**src/rtl/nib_core_arb.sv**
```systemverilog
// Two-master arbiter placing core0/core1 execute-stage data ports onto the single NIB data master.
// Round-robin with bounded bursts, read-data steering by tag pipeline, and activation-register intercept.
module nib_core_arb #(
  parameter int unsigned MAX_BURST  = 4,
  parameter int unsigned RD_LATENCY = 1,
  parameter logic [31:0] ACT_ADDR   = 32'h0000_3FF0
) (
  input  logic        clk,
  input  logic        rstn,
  input  logic        m0_req_i,
  input  logic [31:0] m0_addr_i,
  input  logic        m0_we_i,
  input  logic [31:0] m0_wdata_i,
  output logic [31:0] m0_rdata_o,
  output logic        m0_hold_o,
  input  logic        m1_req_i,
  input  logic [31:0] m1_addr_i,
  input  logic        m1_we_i,
  input  logic [31:0] m1_wdata_i,
  output logic [31:0] m1_rdata_o,
  output logic        m1_hold_o,
  output logic        bus_req_o,
  output logic [31:0] bus_addr_o,
  output logic        bus_we_o,
  output logic [31:0] bus_wdata_o,
  input  logic [31:0] bus_rdata_i,
  output logic [1:0]  core_activate_o,
  output logic [1:0]  core_bus_spare_o
);

  typedef enum logic [1:0] {
    IDLE = 2'd0,
    OWN0 = 2'd1,
    OWN1 = 2'd2
  } state_e;

  localparam logic [3:0] MAX_BURST_C = 4'(MAX_BURST);

  state_e                state_q, state_d;
  logic [3:0]            cnt_q, cnt_d;
  logic                  last_owner_q, last_owner_d;
  logic [RD_LATENCY-1:0] tag_vld_q, tag_vld_d;
  logic [RD_LATENCY-1:0] tag_id_q, tag_id_d;
  logic [1:0]            act_q, act_d;

  logic        eo_vld;
  logic        eo_id;
  logic        sel_we;
  logic [31:0] sel_addr;
  logic [31:0] sel_wdata;
  logic        intercept;
  logic        same_owner;

  // Effective owner for this cycle from state, burst count and both requests.
  always_comb begin
    eo_vld = 1'b0;
    eo_id  = 1'b0;
    case (state_q)
      OWN0: begin
        if (m0_req_i && ((cnt_q < MAX_BURST_C) || !m1_req_i)) begin
          eo_vld = 1'b1;
          eo_id  = 1'b0;
        end else if (m1_req_i) begin
          eo_vld = 1'b1;
          eo_id  = 1'b1;
        end else begin
          eo_vld = 1'b0;
          eo_id  = 1'b0;
        end
      end
      OWN1: begin
        if (m1_req_i && ((cnt_q < MAX_BURST_C) || !m0_req_i)) begin
          eo_vld = 1'b1;
          eo_id  = 1'b1;
        end else if (m0_req_i) begin
          eo_vld = 1'b1;
          eo_id  = 1'b0;
        end else begin
          eo_vld = 1'b0;
          eo_id  = 1'b0;
        end
      end
      default: begin
        // IDLE (and the unused encoding): ties go to the master that did not issue last
        if (m0_req_i && m1_req_i) begin
          eo_vld = 1'b1;
          eo_id  = ~last_owner_q;
        end else if (m0_req_i) begin
          eo_vld = 1'b1;
          eo_id  = 1'b0;
        end else if (m1_req_i) begin
          eo_vld = 1'b1;
          eo_id  = 1'b1;
        end else begin
          eo_vld = 1'b0;
          eo_id  = 1'b0;
        end
      end
    endcase
  end

  // Bus mux, activation intercept, holds and bus-spare flags.
  always_comb begin
    sel_we    = 1'b0;
    sel_addr  = 32'h0;
    sel_wdata = 32'h0;
    if (eo_vld && eo_id) begin
      sel_we    = m1_we_i;
      sel_addr  = m1_addr_i;
      sel_wdata = m1_wdata_i;
    end else if (eo_vld) begin
      sel_we    = m0_we_i;
      sel_addr  = m0_addr_i;
      sel_wdata = m0_wdata_i;
    end else begin
      sel_we    = 1'b0;
      sel_addr  = 32'h0;
      sel_wdata = 32'h0;
    end
    intercept           = eo_vld & sel_we & (sel_addr == ACT_ADDR);
    bus_req_o           = eo_vld & ~intercept;
    bus_we_o            = sel_we;
    bus_addr_o          = sel_addr;
    bus_wdata_o         = sel_wdata;
    m0_hold_o           = m0_req_i & ~(eo_vld & ~eo_id);
    m1_hold_o           = m1_req_i & ~(eo_vld & eo_id);
    core_bus_spare_o[0] = ~(eo_vld & eo_id);
    core_bus_spare_o[1] = ~(eo_vld & ~eo_id);
  end

  // Next state: ownership, saturating burst count, activation bits and read-tag shift.
  always_comb begin
    state_d      = IDLE;
    cnt_d        = 4'd0;
    last_owner_d = last_owner_q;
    act_d        = act_q;
    tag_vld_d    = '0;
    tag_id_d     = '0;
    same_owner   = ((state_q == OWN0) && !eo_id) || ((state_q == OWN1) && eo_id);
    if (eo_vld) begin
      state_d      = eo_id ? OWN1 : OWN0;
      last_owner_d = eo_id;
      if (same_owner) begin
        cnt_d = (cnt_q == 4'd15) ? 4'd15 : cnt_q + 4'd1;
      end else begin
        cnt_d = 4'd1;
      end
    end else begin
      state_d = IDLE;
      cnt_d   = 4'd0;
    end
    if (intercept) begin
      act_d = sel_wdata[1:0];
    end else begin
      act_d = act_q;
    end
    // Intercepted beats are always writes, so a read beat always reaches the NIB
    tag_vld_d[0] = eo_vld & ~sel_we;
    tag_id_d[0]  = eo_id;
    for (int i = 1; i < RD_LATENCY; i++) begin
      tag_vld_d[i] = tag_vld_q[i-1];
      tag_id_d[i]  = tag_id_q[i-1];
    end
  end

  // Read-data steering from the tail of the tag pipeline.
  always_comb begin
    m0_rdata_o = 32'h0;
    m1_rdata_o = 32'h0;
    if (tag_vld_q[RD_LATENCY-1] && tag_id_q[RD_LATENCY-1]) begin
      m1_rdata_o = bus_rdata_i;
    end else if (tag_vld_q[RD_LATENCY-1]) begin
      m0_rdata_o = bus_rdata_i;
    end else begin
      m0_rdata_o = 32'h0;
      m1_rdata_o = 32'h0;
    end
  end

  assign core_activate_o = act_q;

  // State registers; reset discards any in-flight read tags.
  always_ff @(posedge clk or negedge rstn) begin
    if (!rstn) begin
      state_q      <= IDLE;
      cnt_q        <= 4'd0;
      last_owner_q <= 1'b1;
      tag_vld_q    <= '0;
      tag_id_q     <= '0;
      act_q        <= 2'b01;
    end else begin
      state_q      <= state_d;
      cnt_q        <= cnt_d;
      last_owner_q <= last_owner_d;
      tag_vld_q    <= tag_vld_d;
      tag_id_q     <= tag_id_d;
      act_q        <= act_d;
    end
  end

endmodule

```
**config.mk**
```make
export PLATFORM = sky130hd
export DESIGN_NAME = nib_core_arb
export DESIGN_NICKNAME = d
export VERILOG_FILES = /design/src/rtl/nib_core_arb.sv
export SDC_FILE = /design/constraint.sdc
export NUM_CORES = 1
export LEC_CHECK = 0
export CORE_AREA = 2 2 119 121
export CTS_CLUSTER_DIAMETER = 60
export CTS_CLUSTER_SIZE = 10
export DETAILED_ROUTE_END_ITERATION = 6
export DIE_AREA = 0 0 121 123
export GPL_ROUTABILITY_DRIVEN = 0
export RECOVER_POWER = 100
export SYNTH_ARGS = -nofsm -noshare
export SYNTH_HDL_FRONTEND = slang
export SYNTH_SLANG_ARGS = --single-unit
```
**constraint.sdc**
```tcl
create_clock -name clk -period 2.4 [get_ports clk]
set_input_delay 0.24 -clock clk [delete_from_list [all_inputs] [get_ports clk]]
set_output_delay 0.24 -clock clk [all_outputs]
set_load 0.02 [all_outputs]
```
==> summary.md <==
| Metric | Value |
|---|---|
| Outcome | `finished with violations` |
| Violated checks | `negative setup slack` |
| Tot Pwr | `9.51 mW` |
| Final Util | `0.442` |
| Share of power burned in registers | `0.033` |
| Count leader, synth | `a22o_1` |
| TritonCTS Buffers | `3` |
| Worst-path fanout max | `7` |
| GR Util All Layers | `0.178` |
| Placement Setup Slack | `-876 ps` |
| Synth Area in XOR/XNOR | `0` |
| Mapped Nets | `roughly 430` |
| Post-DP Area | `5540 um^2` |
| WS Path Type | `register to primary output` |
| Compound-Gate Fraction of Synth Area | `0.370` |
| Met3 Usage GRT | `0.0729` |
| Hold Buf Count CTS | `0` |
| Max-slew violation total from the final report | `0` |
| Static leakage | `2.78 nW` |
| Crit. Startpoint | `state_q[1]` |
| Most Crowded Layer GR | `met2` |
| DRT Pass-1 Iters | `6` |
| Tcrit/Tclk final | `1.18` |
| Crit end category | `primary output` |
| Total negative slack | `-3200 ps` |
| Least-Margin Pin Slew | `527 ps` |
| Clock share of power | `0.032` |
| Max Buffers Root-to-Sink | `2` |
| Via count | `3,532` |
| Main synth FF type | `dfrtp_1` |
| DPL Wire Length | `12,000 um` |
| HP Class | `input pin to async pin` |
| Cell accounting for the most synthesized area | `a22o_1` |
| Grt total ovfl | `0` |
| Sequential share of the synthesized area | `0.142` |
| Share of layout cells above drive strength 1 | `0.284` |
| Met2 Use GR | `0.344` |
| Critical path data required time | `2160 ps` |
| IO Port Bufs | `301` |
| # nets final | `782` |
| Startpoint type of the worst setup path | `register` |
| Reg2reg setup slack | `-240 ps` |
| Full die area | `14,900 um^2` |
| Initial Utilization | `0.144` |
| DRT iter0 DRCs | `75` |
| Vias in the first global route | `roughly 3,700` |
| CTS tree | `done` |
| Reg-to-Reg End | `core_activate_o[1]` |
| Simple-gate share of the synthesized area | `0.378` |
| F_max | `approximately 350 MHz` |
| Ys async rst share | `1.00` |
| Worst r2r path cells | `11` |
| DRC | `0` |
| Multiplexer area fraction after synthesis | `0.0166` |
| PwrDens | `1580 nW/um^2` |
| Main combinational cell family by area after synthesis | `simple AND/OR/NAND/NOR gates` |
| Maxcap violations | `0` |
| Synthesized area per cell | `around 7.6 um^2` |
| Post-DRT Antenna Nets | `0` |
| Reg clk slew, reported paths | `40 ps` |
| Gate power share | `0.935` |
| IO Count | `302` |
| Dominant cells by area after synthesis | `a22o_1, dfrtp_1, and2_1` |
| Antenna violations before repair | `0` |
| Worst slew margin relative to its limit | `0.648` |
| Worst Clk Skew | `roughly 1.7 ps` |
| Post-synthesis cell type count | `45` |
| Cell internal pwr | `4.94 mW` |
| Post-route design area | `6020 um^2` |
| Avg Vias per Cell | `4.46` |
| # diodes | `0` |
| First-pass GRT wire length | `20,400 um` |
| H-tree depth | `1` |
| Worst vdd ir | `a little under 800 uV` |
| Final number of setup-violating endpoints | `35` |
| Final Hold Viols | `0` |
| Core area | `roughly 14,000 um^2` |
| Switching part of the total power | `0.481` |
| Crit path DAT | `2590 ps` |
| GRT met1 Usage | `0.180` |
| Routed WL | `14,300 um` |
| Synth Area in Adders | `0.0192` |
| Sink Count | `11` |
| Count of state elements after synthesis | `11` |
| Largest net degree at the start of global routing | `33` |
| Synth-to-layout area growth | `207%` |
| Unrepaired setup endpoints after global routing | `yes` |
| Die X | `121 um` |
| Synth warn | `0` |
| Cell Area, Synth | `just under 2000 um^2` |
| Final worst slack | `-431 ps` |
| Worst skew pair latency | `240 ps` |
| Routed wire per std cell | `18.0 um` |
| NetSw | `4.58 mW` |
| Number of synthesized flops with an enable pin | `0` |
| R2R Path Start | `state_q[1]` |
| Synth cell count leaders | `a22o_1, and2_1, and3_1` |
| Synth top area share | `0.277` |
| Mapped Cells | `258` |
| Tmin final | `2830 ps` |
| # rows | `43` |
| Die height | `about 120 um` |
| CP Capture Point | `bus_req_o` |
| CTS root buf | `clkbuf_16` |
[critical path: stages (launching register included)]
cell and delay [ps]:
dfrtp_1 410, ha_4 280, nor4b_4 300, nor2_2 80
a21o_4 210, inv_6 80, nand3_2 70, a222oi_1 310
buf_4 160, nand4_1 130, nor2b_4 170, buf_6 140
[metrics by stage]
| stage | instances | hold WS [ps] |
|---|---|---|
| 5_1_grt | 792 | 472 |
| 3_5_place_dp | 769 | 493 |
| 4_1_cts | 791 | 374 |
| 3_3_place_gp | 769 | 494 |
| 6_report | 792 | 423 |
| 2_1_floorplan | 258 | -55.6 |
[power by group through the flow]
stage | Combinational, mW | Sequential, mW | Clock (mW)
final | 8.90 | 0.311 | 0.304
after global routing | 9.42 | 0.322 | 0.325
after CTS | 8.82 | 0.307 | 0.310
after detailed placement | 7.73 | 0.303 | 0
after global placement | 7.75 | 0.301 | 0
after floorplan | 3.99 | 0.290 | 0
[how the worst min path moves through the flow]
stage,slack (ps),to,from
finish,420,cnt_q[1],rstn
global route,470,cnt_q[3],rstn
CTS,370,cnt_q[1],rstn
detailed placement,490,core_activate_o[1],core_activate_o[1]
global placement,490,core_activate_o[1],core_activate_o[1]
floorplan,-60,cnt_q[0],rstn
[metal layers]
metal	vias to the layer above	routed length [um]
met1	1615	4820
met3	18	1660
met5	-	0
li1	1713	-
met2	186	7530
met4	0	269
[registers in the layout, summed over array words and instances, names as in the netlist]
name             count
tag_vld_q            1
state_q              2
cnt_q                4
last_owner_q         1
core_activate_o      2
tag_id_q             1
[kinds of logic after synthesis]
logic type | after synthesis
and+or+nand+nor | 121
muxes | 3
adders and majority gates | 3
buffers and inverters | 35
AOI/OAI and AO/OA | 85
DFF | 11
[placed cells by master, fill, tap and decap left out, types with 7 or more instances in the layout]
master / synthesis / final
a22o_1: 62 / 53
a22o_4: 0 / 9
and2_0: 0 / 9
and2_1: 33 / 24
and3_1: 33 / 33
buf_2: 3 / 10
buf_4: 1 / 59
buf_6: 1 / 58
clkdlybuf4s50_1: 0 / 186
dfrtp_1: 9 / 9
dlygate4sd3_1: 0 / 45
nand2_1: 7 / 7
nand3_1: 8 / 7
nor2_1: 8 / 7
nor4_1: 7 / 7
[cell type report]
type	instances	area, um^2
Fill cell	1360	7590
Timing Repair Buffer	376	3700
Multi-Input combinational cell	213	1700
Sequential cell	11	278
Tap cell	180	225
Clock buffer	4	78.8
Inverter	8	37.5
[repair_timing]
item                                   in CTS  in global routing
cloned                                      3                  0
resized for setup                         379                 36
pin swaps                                  15                 18
setup buffers                              17                  5
setup endpoints to repair                  72                 71
endpoints found under the hold margin       0                  0
No activity file was read; power rests on OpenSTA's default activity.
